### config.mk
export PLATFORM = sky130hd
export DESIGN_NAME = vliw_bundle_fetch
export DESIGN_NICKNAME = d
export VERILOG_FILES = /design/src/rtl/vliw_bundle_fetch.sv
export SDC_FILE = /design/constraint.sdc
export NUM_CORES = 1
export LEC_CHECK = 0
export ABC_AREA = 1
export CORE_AREA = 5 5 293 295
export CTS_CLUSTER_SIZE = 30
export DETAILED_ROUTE_END_ITERATION = 8
export DIE_AREA = 0 0 298 300
export PLACE_DENSITY = 0.68
export SETUP_SLACK_MARGIN = 0.2
export SYNTH_ARGS = -nofsm -noshare
export SYNTH_HDL_FRONTEND = slang
export SYNTH_SLANG_ARGS = --single-unit
export TNS_END_PERCENT = 5
### constraint.sdc
create_clock -name i_clk -period 29.5 [get_ports i_clk]
set_input_delay 2.95 -clock i_clk [delete_from_list [all_inputs] [get_ports i_clk]]
set_output_delay 2.95 -clock i_clk [all_outputs]
set_load 0.02 [all_outputs]
### src/rtl/vliw_bundle_fetch.sv
// vliw_bundle_fetch: in-order fetch of VLIW bundles from a 1-cycle synchronous
// instruction memory into a 2-entry output buffer, with valid/ready backpressure,
// PC redirect/flush, halt on an accepted all-zero bundle, and a per-slot NOP mask.
module vliw_bundle_fetch #(
    parameter int SLOTS        = 10,
    parameter int SLOT_W       = 32,
    parameter int BUNDLE_W     = SLOTS * SLOT_W,
    parameter int ADDR_W       = 32,
    parameter int IMEM_DEPTH   = 1024,
    parameter int HALT_ON_ZERO = 1
) (
    input  logic                i_clk,
    input  logic                i_rst,
    output logic                o_imem_en,
    output logic [ADDR_W-1:0]   o_imem_addr,
    input  logic [BUNDLE_W-1:0] i_imem_rdata,
    input  logic                i_redirect_valid,
    input  logic [ADDR_W-1:0]   i_redirect_pc,
    output logic                o_out_valid,
    input  logic                i_out_ready,
    output logic [BUNDLE_W-1:0] o_out_bundle,
    output logic [ADDR_W-1:0]   o_out_pc,
    output logic [SLOTS-1:0]    o_out_slot_valid,
    output logic                o_halted,
    output logic                o_fetch_err
);

    localparam logic [ADDR_W-1:0] LAST_PC   = ADDR_W'(IMEM_DEPTH - 1);
    localparam logic [ADDR_W:0]   DEPTH_EXT = (ADDR_W+1)'(IMEM_DEPTH);

    typedef enum logic {S_RUN, S_HALTED} state_t;

    state_t              r_state;
    state_t              w_state_nxt;
    logic                w_run;

    logic [ADDR_W-1:0]   r_pc;
    logic                r_pend;
    logic [ADDR_W-1:0]   r_pend_pc;
    logic [1:0]          r_count;
    logic [BUNDLE_W-1:0] r_buf_data [2];
    logic [ADDR_W-1:0]   r_buf_pc   [2];
    logic                r_fetch_err;

    logic                w_pop;
    logic [2:0]          w_occ;
    logic                w_issue;
    logic                w_halt;
    logic                w_flush;
    logic                w_wr;
    logic [1:0]          w_tail;
    logic                w_oor;

    // Buffer slots occupied once this cycle's pop retires and the in-flight read lands
    assign w_pop   = o_out_valid && i_out_ready;
    assign w_occ   = {1'b0, r_count} + {2'b0, r_pend} - {2'b0, w_pop};
    assign w_issue = w_run && !i_redirect_valid && !i_rst && (w_occ < 3'd2);

    // A redirect overrides a simultaneous halting transfer
    assign w_halt  = w_pop && (r_buf_data[0] == '0) && (HALT_ON_ZERO != 0) && !i_redirect_valid;
    assign w_flush = i_redirect_valid || w_halt;
    assign w_wr    = r_pend && !w_flush;
    assign w_tail  = r_count - {1'b0, w_pop};
    assign w_oor   = ({1'b0, i_redirect_pc} >= DEPTH_EXT);

    assign o_imem_en   = w_issue;
    assign o_imem_addr = r_pc;
    assign o_out_valid = (r_count != 2'd0);
    assign o_out_bundle = o_out_valid ? r_buf_data[0] : '0;
    assign o_out_pc     = o_out_valid ? r_buf_pc[0]   : '0;
    assign o_fetch_err  = r_fetch_err;

    genvar g;
    generate
        for (g = 0; g < SLOTS; g++) begin : g_slot
            assign o_out_slot_valid[g] = |o_out_bundle[g*SLOT_W +: SLOT_W];
        end
    endgenerate

    // FSM state register
    always_ff @(posedge i_clk) begin
        if (i_rst) r_state <= S_RUN;
        else       r_state <= w_state_nxt;
    end

    // FSM next state: halt on accepted zero bundle, resume on redirect
    always_comb begin
        w_state_nxt = r_state;
        case (r_state)
            S_RUN:    if (w_halt)           w_state_nxt = S_HALTED;
            S_HALTED: if (i_redirect_valid) w_state_nxt = S_RUN;
            default:                        w_state_nxt = S_RUN;
        endcase
    end

    // FSM outputs
    always_comb begin
        w_run    = (r_state == S_RUN);
        o_halted = (r_state == S_HALTED);
    end

    // PC, outstanding read tracking and sticky range error
    always_ff @(posedge i_clk) begin
        if (i_rst) begin
            r_pc        <= '0;
            r_pend      <= 1'b0;
            r_pend_pc   <= '0;
            r_fetch_err <= 1'b0;
        end else begin
            r_pend    <= w_issue && !w_flush;
            r_pend_pc <= r_pc;
            if (i_redirect_valid) begin
                r_pc <= w_oor ? '0 : i_redirect_pc;
                if (w_oor) r_fetch_err <= 1'b1;
            end else if (w_issue) begin
                r_pc <= (r_pc == LAST_PC) ? '0 : r_pc + 1'b1;
            end
        end
    end

    // Occupancy count of the 2-entry output buffer
    always_ff @(posedge i_clk) begin
        if (i_rst)        r_count <= 2'd0;
        else if (w_flush) r_count <= 2'd0;
        else              r_count <= r_count + {1'b0, w_wr} - {1'b0, w_pop};
    end

    // Buffer storage: shift head on pop, land read data at the post-pop tail
    always_ff @(posedge i_clk) begin
        if (w_pop && r_count == 2'd2) begin
            r_buf_data[0] <= r_buf_data[1];
            r_buf_pc[0]   <= r_buf_pc[1];
        end
        if (w_wr) begin
            if (w_tail == 2'd0) begin
                r_buf_data[0] <= i_imem_rdata;
                r_buf_pc[0]   <= r_pend_pc;
            end else begin
                r_buf_data[1] <= i_imem_rdata;
                r_buf_pc[1]   <= r_pend_pc;
            end
        end
    end

endmodule

==> results of run 1 <==
[logic make-up after synthesis]
group,count (synthesis)
and+or+nand+nor,2028
DFF,773
buffers and inverters,552
AOI/OAI and AO/OA,85
xor gates and xnor gates,11
adders and majority gates,5
[Yosys cell counts, types with 3 or more instances]
| library cell | n |
|---|---|
| nor4_1 | 81 |
| nand4_1 | 41 |
| clkbuf_1 | 42 |
| a21oi_1 | 35 |
| nand3_1 | 67 |
| dfxtp_1 | 69 |
| inv_2 | 3 |
| o211ai_1 | 4 |
| ha_1 | 4 |
| or2_2 | 12 |
| xor2_1 | 10 |
| nand2_1 | 1203 |
| nor2_1 | 600 |
| edfxtp_1 | 704 |
| a211oi_1 | 4 |
| inv_1 | 418 |
| nor3_1 | 19 |
| o21ai_0 | 33 |
| buf_2 | 85 |
[per-stage QoR]
step	setup WS [ps]	area [um2]	power, uW	utilization [%]	hold slack, ps
after global routing	20710	44660	2502	53.88	435.7
after global placement	20800	41970	1419	50.63	412.8
after CTS	20810	44610	2444	53.82	428.2
after floorplan	10330	33440	1316	-	408.6
after detailed placement	20840	41970	1421	50.63	414.0
final	20780	44670	2418	53.89	428.2
[final cells by class]
| class | instances | area [um2] |
|---|---|---|
| tap | 1080 | 1351 |
| multi-input combinational | 2129 | 8746 |
| clock inverter | 46 | 459.2 |
| sequential | 773 | 22520 |
| inverter | 422 | 1584 |
| timing repair buffer | 775 | 7765 |
| clock buffer | 101 | 2186 |
| fill | 7373 | 38220 |
| antenna | 24 | 60.06 |
[metal layers]
layer / global-route usage, % / routed length, um / vias to the layer above
li1: - / - / 12620
met1: 28.46 / 42380 / 12250
met2: 40.20 / 53710 / 1005
met3: 7.026 / 10000 / 163
met4: 6.933 / 3062 / 6
met5: 0 / 42 / -
[worst paths after layout]
path	startpoint	endpoint	slack (ps)	depth (start not counted)
max reg2reg	r_count[1]	r_buf_data[0][63]	24230	13
min	r_pend_pc[27]	r_buf_pc[0][59]	430	0
min reg2reg	r_pend_pc[27]	r_buf_pc[0][59]	430	0
max	i_out_ready	o_imem_en	20780	12
[sequential cells by signal, indices dropped and copies added (netlist names)]
register,cells
r_buf_pc,64
o_imem_addr,32
r_count,2
r_buf_data,640
r_pend_pc,32
r_pend,1
o_fetch_err,1
o_halted,1
[power groups by stage]
| stage | Sequential, uW | Clock, uW | Combinational (uW) |
|---|---|---|---|
| floorplan | 1250 | 0 | 68.4 |
| global placement | 1240 | 0 | 179 |
| detailed placement | 1240 | 0 | 181 |
| CTS | 1220 | 1040 | 182 |
| global route | 1220 | 1090 | 194 |
| finish | 1220 | 1020 | 180 |
==> impl_metrics.toml, run 1 <==
[synth]
netlist_area_um2 = 33430
synthMuxAreaShare_pct = 0
synth_warnings = 0
synth_compound_area_share_pct = 1.411
synthSimpleGateAreaFrac_pct = 24.19
synth_top_cell_area_share_pct = 63.23
syn_nets = 3815
synthTopCellsByArea = "edfxtp_1, nand2_1, nor2_1, inv_1, dfxtp_1"
synth-async-reset-ratio_pct = 0
synth_top_family_by_area = "simple AND/OR/NAND/NOR gates"
synth-edff-count = 704
yosysUniqueCellTypes = 33
synthAdderAreaFrac_pct = 0.2096
yosysSeqAreaShare_pct = 67.37
synth_xor_area_share_pct = 0.2882
synth_top_area_cell = "edfxtp_1"
synth-seq-cells = 773
synthCells = 3454
ys.flop_type = "edfxtp_1"
avgSynthCellArea_um2 = 9.679

[sta]
fin_crit_sh_pct = 29.56
skew_ps = 44.66
grt_setup_unrepaired = "no"
relSlewSlack_pct = 15.97
finalSetupViolCount = 0
slew_violations = 0
hold_viol = 0
worst_pin_slew_ps = 1260
finalCriticalPeriod_ps = 8720
clock.fmax_mhz = 114.7
fin_setup_tns_ps = 0

[setup_path]
slowest_delay_ps = 660
path_delay_family = "buffers and inverters"
cp_max_fo = 8
path_common_cell = "nand2_1"
worst-path-buf-inv = 5
worst-setup-path-type = "primary input to primary output"
worst_setup_path_end_kind = "primary output"
start_kind = "primary input"
cp.required_ps = 26550
cp.arrival_ps = 5770
cp_slowest_cell = "clkdlybuf4s50_1"
crit_chain = "clkdlybuf4s50_1, nand2_1, inv_1, ha_1, inv_1, nand2_1, fa_1, nand2_1, nor2_1, nand3_1, inv_2, clkdlybuf4s50_1"

[placement]
place.gp.congestion = 0.9243
place_inst = 5179
place_hpwl_mm = 78.14
io_buffers = 753

[floorplanning]
core_area_um2 = 82890
die_w_um = 298
start_util_pct = 40.33
die_area_um2 = 89400
fp-row-count = 106
die_height_um = 300
pin_count = 754

[routing]
vias_per_cell = 4.868
wl_per_cell_um = 20.41
first_pass_iters = 8
drt_iter0_markers = 1914
drt-total-wl_mm = 109.2
antenna_left = 0
vias = 26040
drc = 0

[cts]
cts_buffers = 83
post_cts_buffers = 0
clock_latency_ps = 640
clock_sinks = 773
cts_resized = 0
h-tree-depth = 3
cts_tree = "yes"
hold_buffers = 0
clk_pin_slew_worst_paths_ps = 60
root_buffer = "clkbuf_16"
clockBufferDepth = 3

[layout]
synthToLayoutAreaGrowth_pct = 33.62
final_cell_mix = "nand2_1, clkdlybuf4s50_1, edfxtp_1"
layout_commonest_cell = "nand2_1"
fin_nets = 4545
drive_gt1_share_pct = 3.627
final_cells = 5350

[power_and_ir_drop]
netSwitchingFraction_pct = 22.53
ir_drop_mv = 0.05730
combPwrFrac_pct = 7.4
power_leakage_uw = 0.01813
p_per_area_nw_per_um2 = 54.13
switchingPower_uw = 544.8
internal_power_uw = 1873
power_frac_seq_pct = 50.4
pwr-share-clk_pct = 42.2

[grt]
grt.total_usage_pct = 23.32
grt_pass1_vias = 25630
antenna_found_initial = 26
grt_pass1_wl_mm = 159.0
grt-ovfl-total = 0
grt_max_degree = 205

[hold_path]
hold_path_class = "register to register"

[run]
max_cap_viol_count = 0

[outcome]
outcome = "finished, final reports clean"
Power figures use the tool's default switching activity.
==> run 2, diff against run 1 <==
- CORE_AREA: 5 5 293 295 -> 5 5 286 288
- DIE_AREA: 0 0 298 300 -> 0 0 291 293
- clock period: 29.5 -> 8.4 ns (I/O delays scaled with it)
==> run 2 against run 1 <==
Final area increased by 0.11%; first-iteration DRC count increased by 14%; die area decreased by 4.6%; worst setup slack got worse by 18000 ps; worst hold slack improved by 0.76 ps; combinational power increased to 3.5 times the previous value; wire length decreased by 3.3%; utilization increased by 3.0 points; power increased to 3.6 times the previous value; critical path depth decreased by 4; register-to-register slack got worse by 20000 ps; highest routed layer unchanged.
==> impl_metrics.toml, run 2 (synthesis gave the netlist of run 1 again) <==
[outcome]
outcome = "finished, final reports clean"

[cts]
clock_sinks = 773
h-tree-depth = 3
post_cts_buffers = 0
cts_resized = 0
hold_buffers = 0
cts_tree = "yes"
clockBufferDepth = 3
clock_latency_ps = 630
cts_buffers = 83
root_buffer = "clkbuf_16"
clk_pin_slew_worst_paths_ps = 60

[power_and_ir_drop]
power_leakage_uw = 0.01817
p_per_area_nw_per_um2 = 192.1
internal_power_uw = 6719
ir_drop_mv = 0.1378
pwr-share-clk_pct = 43.0
netSwitchingFraction_pct = 21.80
combPwrFrac_pct = 7.3
switchingPower_uw = 1873
power_frac_seq_pct = 49.8

[layout]
drive_gt1_share_pct = 3.626
reg_top3 = "r_buf_data (640), r_buf_pc (64)"
final_util_pct = 56.89
fill_cells = 6793
regMostFlops = "r_buf_data"
final_cell_mix = "nand2_1, clkdlybuf4s50_1, edfxtp_1"
fin_nets = 4539
synthToLayoutAreaGrowth_pct = 33.77
largest_reg_flops = 640
layout_commonest_cell = "nand2_1"

[hold_path]
hold_path_class = "register to register"

[sta]
grt_setup_unrepaired = "no"
worst_pin_slew_ps = 1470
fin_crit_sh_pct = 61.62
clock.fmax_mhz = 193.2
relSlewSlack_pct = 2.030
finalCriticalPeriod_ps = 5176
skew_ps = 41.42
slew_violations = 0
fin_setup_tns_ps = 0
setup_slack_ps = 3224
finalSetupViolCount = 0
hold_viol = 0

[floorplanning]
die_height_um = 293
pin_count = 754
die_w_um = 291
fp-row-count = 103
die_area_um2 = 85260
core_area_um2 = 78610
start_util_pct = 42.53

[routing]
vias_per_cell = 4.903
first_pass_iters = 5
wl_per_cell_um = 19.87
drt_iter0_markers = 2176
drt-total-wl_mm = 105.6
vias = 26050
antenna_left = 0
drc = 0

[grt]
grt.total_usage_pct = 23.75
grt_pass1_vias = 25660
antenna_found_initial = 23
grt_pass1_wl_mm = 156.4
grt_max_degree = 215
grt-ovfl-total = 0

[placement]
dp_slack_ps = 3345
place.gp.congestion = 0.9285
io_buffers = 753
place_hpwl_mm = 75.19

[run]
max_cap_viol_count = 0

[setup_path]
path_delay_family = "buffers and inverters"
cp_slowest_cell = "buf_12"
cp.required_ps = 7560
worst-path-buf-inv = 3
worst-setup-path-type = "register to primary output"
path_common_cell = "buf_12"
worst_setup_path_end_kind = "primary output"
crit_chain = "nor2_4, buf_12, buf_12, nor2_1, nor4_1, nand4_1, or2_2, clkdlybuf4s50_1"
start_kind = "register"
slowest_delay_ps = 570
cp_max_fo = 183
cp.arrival_ps = 4340
run 2: path summary, 6_finish.rpt:
path / from / end / slack, ps / cells after the start
setup / recovery: r_count[1] / o_out_slot_valid[0] / 3220 / 8
hold / removal: r_pend_pc[8] / r_buf_pc[0][40] / 430 / 0
setup reg to reg: r_count[1] / o_imem_addr[16] / 4200 / 17
hold reg to reg: r_pend_pc[8] / r_buf_pc[0][40] / 430 / 0
run 2: area by class of cell:
class	instances	area (um2)	share of cell area (%)
sequential	773	22520	50.36
multi-input combinational	2129	8762	19.59
timing repair buffer	769	7757	17.35
clock buffer	107	2230	4.985
inverter	422	1584	3.542
tap	1050	1314	2.938
clock inverter	47	514.2	1.150
antenna	16	40.04	0.08953
run 2: worst reg2reg max path, cell delays in order (launching register included):
cell,delay [ps]
dfxtp_1,480
nor2_4,90
inv_2,180
nand2_8,80
inv_1,90
ha_1,220
inv_1,70
nand2_1,60
fa_1,440
nand2_1,80
nor2_1,40
nand3_1,90
inv_2,120
nor2_1,620
clkinv_1,740
buf_4,440
o21ai_0,170
a311oi_1,60
run 2: metal layers:
metal	global-route usage, %	up-vias	wire length (um)
met5	0	-	73
met4	7.830	12	3220
met3	6.402	168	9240
met2	41.91	952	53060
met1	28.43	12310	39990
li1	-	12610	-
run 2: power groups by stage:
stage / Combinational [uW] / Clock (uW) / Sequential (uW)
2_1_floorplan: 241 / 0 / 4370
3_3_place_gp: 616 / 0 / 4350
3_5_place_dp: 623 / 0 / 4350
4_1_cts: 628 / 3770 / 4270
5_1_grt: 672 / 3940 / 4280
6_report: 623 / 3690 / 4270
run 2: metrics by stage:
stage	hold WS [ps]	power, uW	cells	cell area, um2
2_1_floorplan	408.6	4609	3454	33470
3_3_place_gp	412.3	4970	5143	41940
3_5_place_dp	415.6	4978	5143	41940
4_1_cts	428.1	8676	5297	44680
5_1_grt	436.1	8888	5312	44720
6_report	429.0	8592	5313	44720
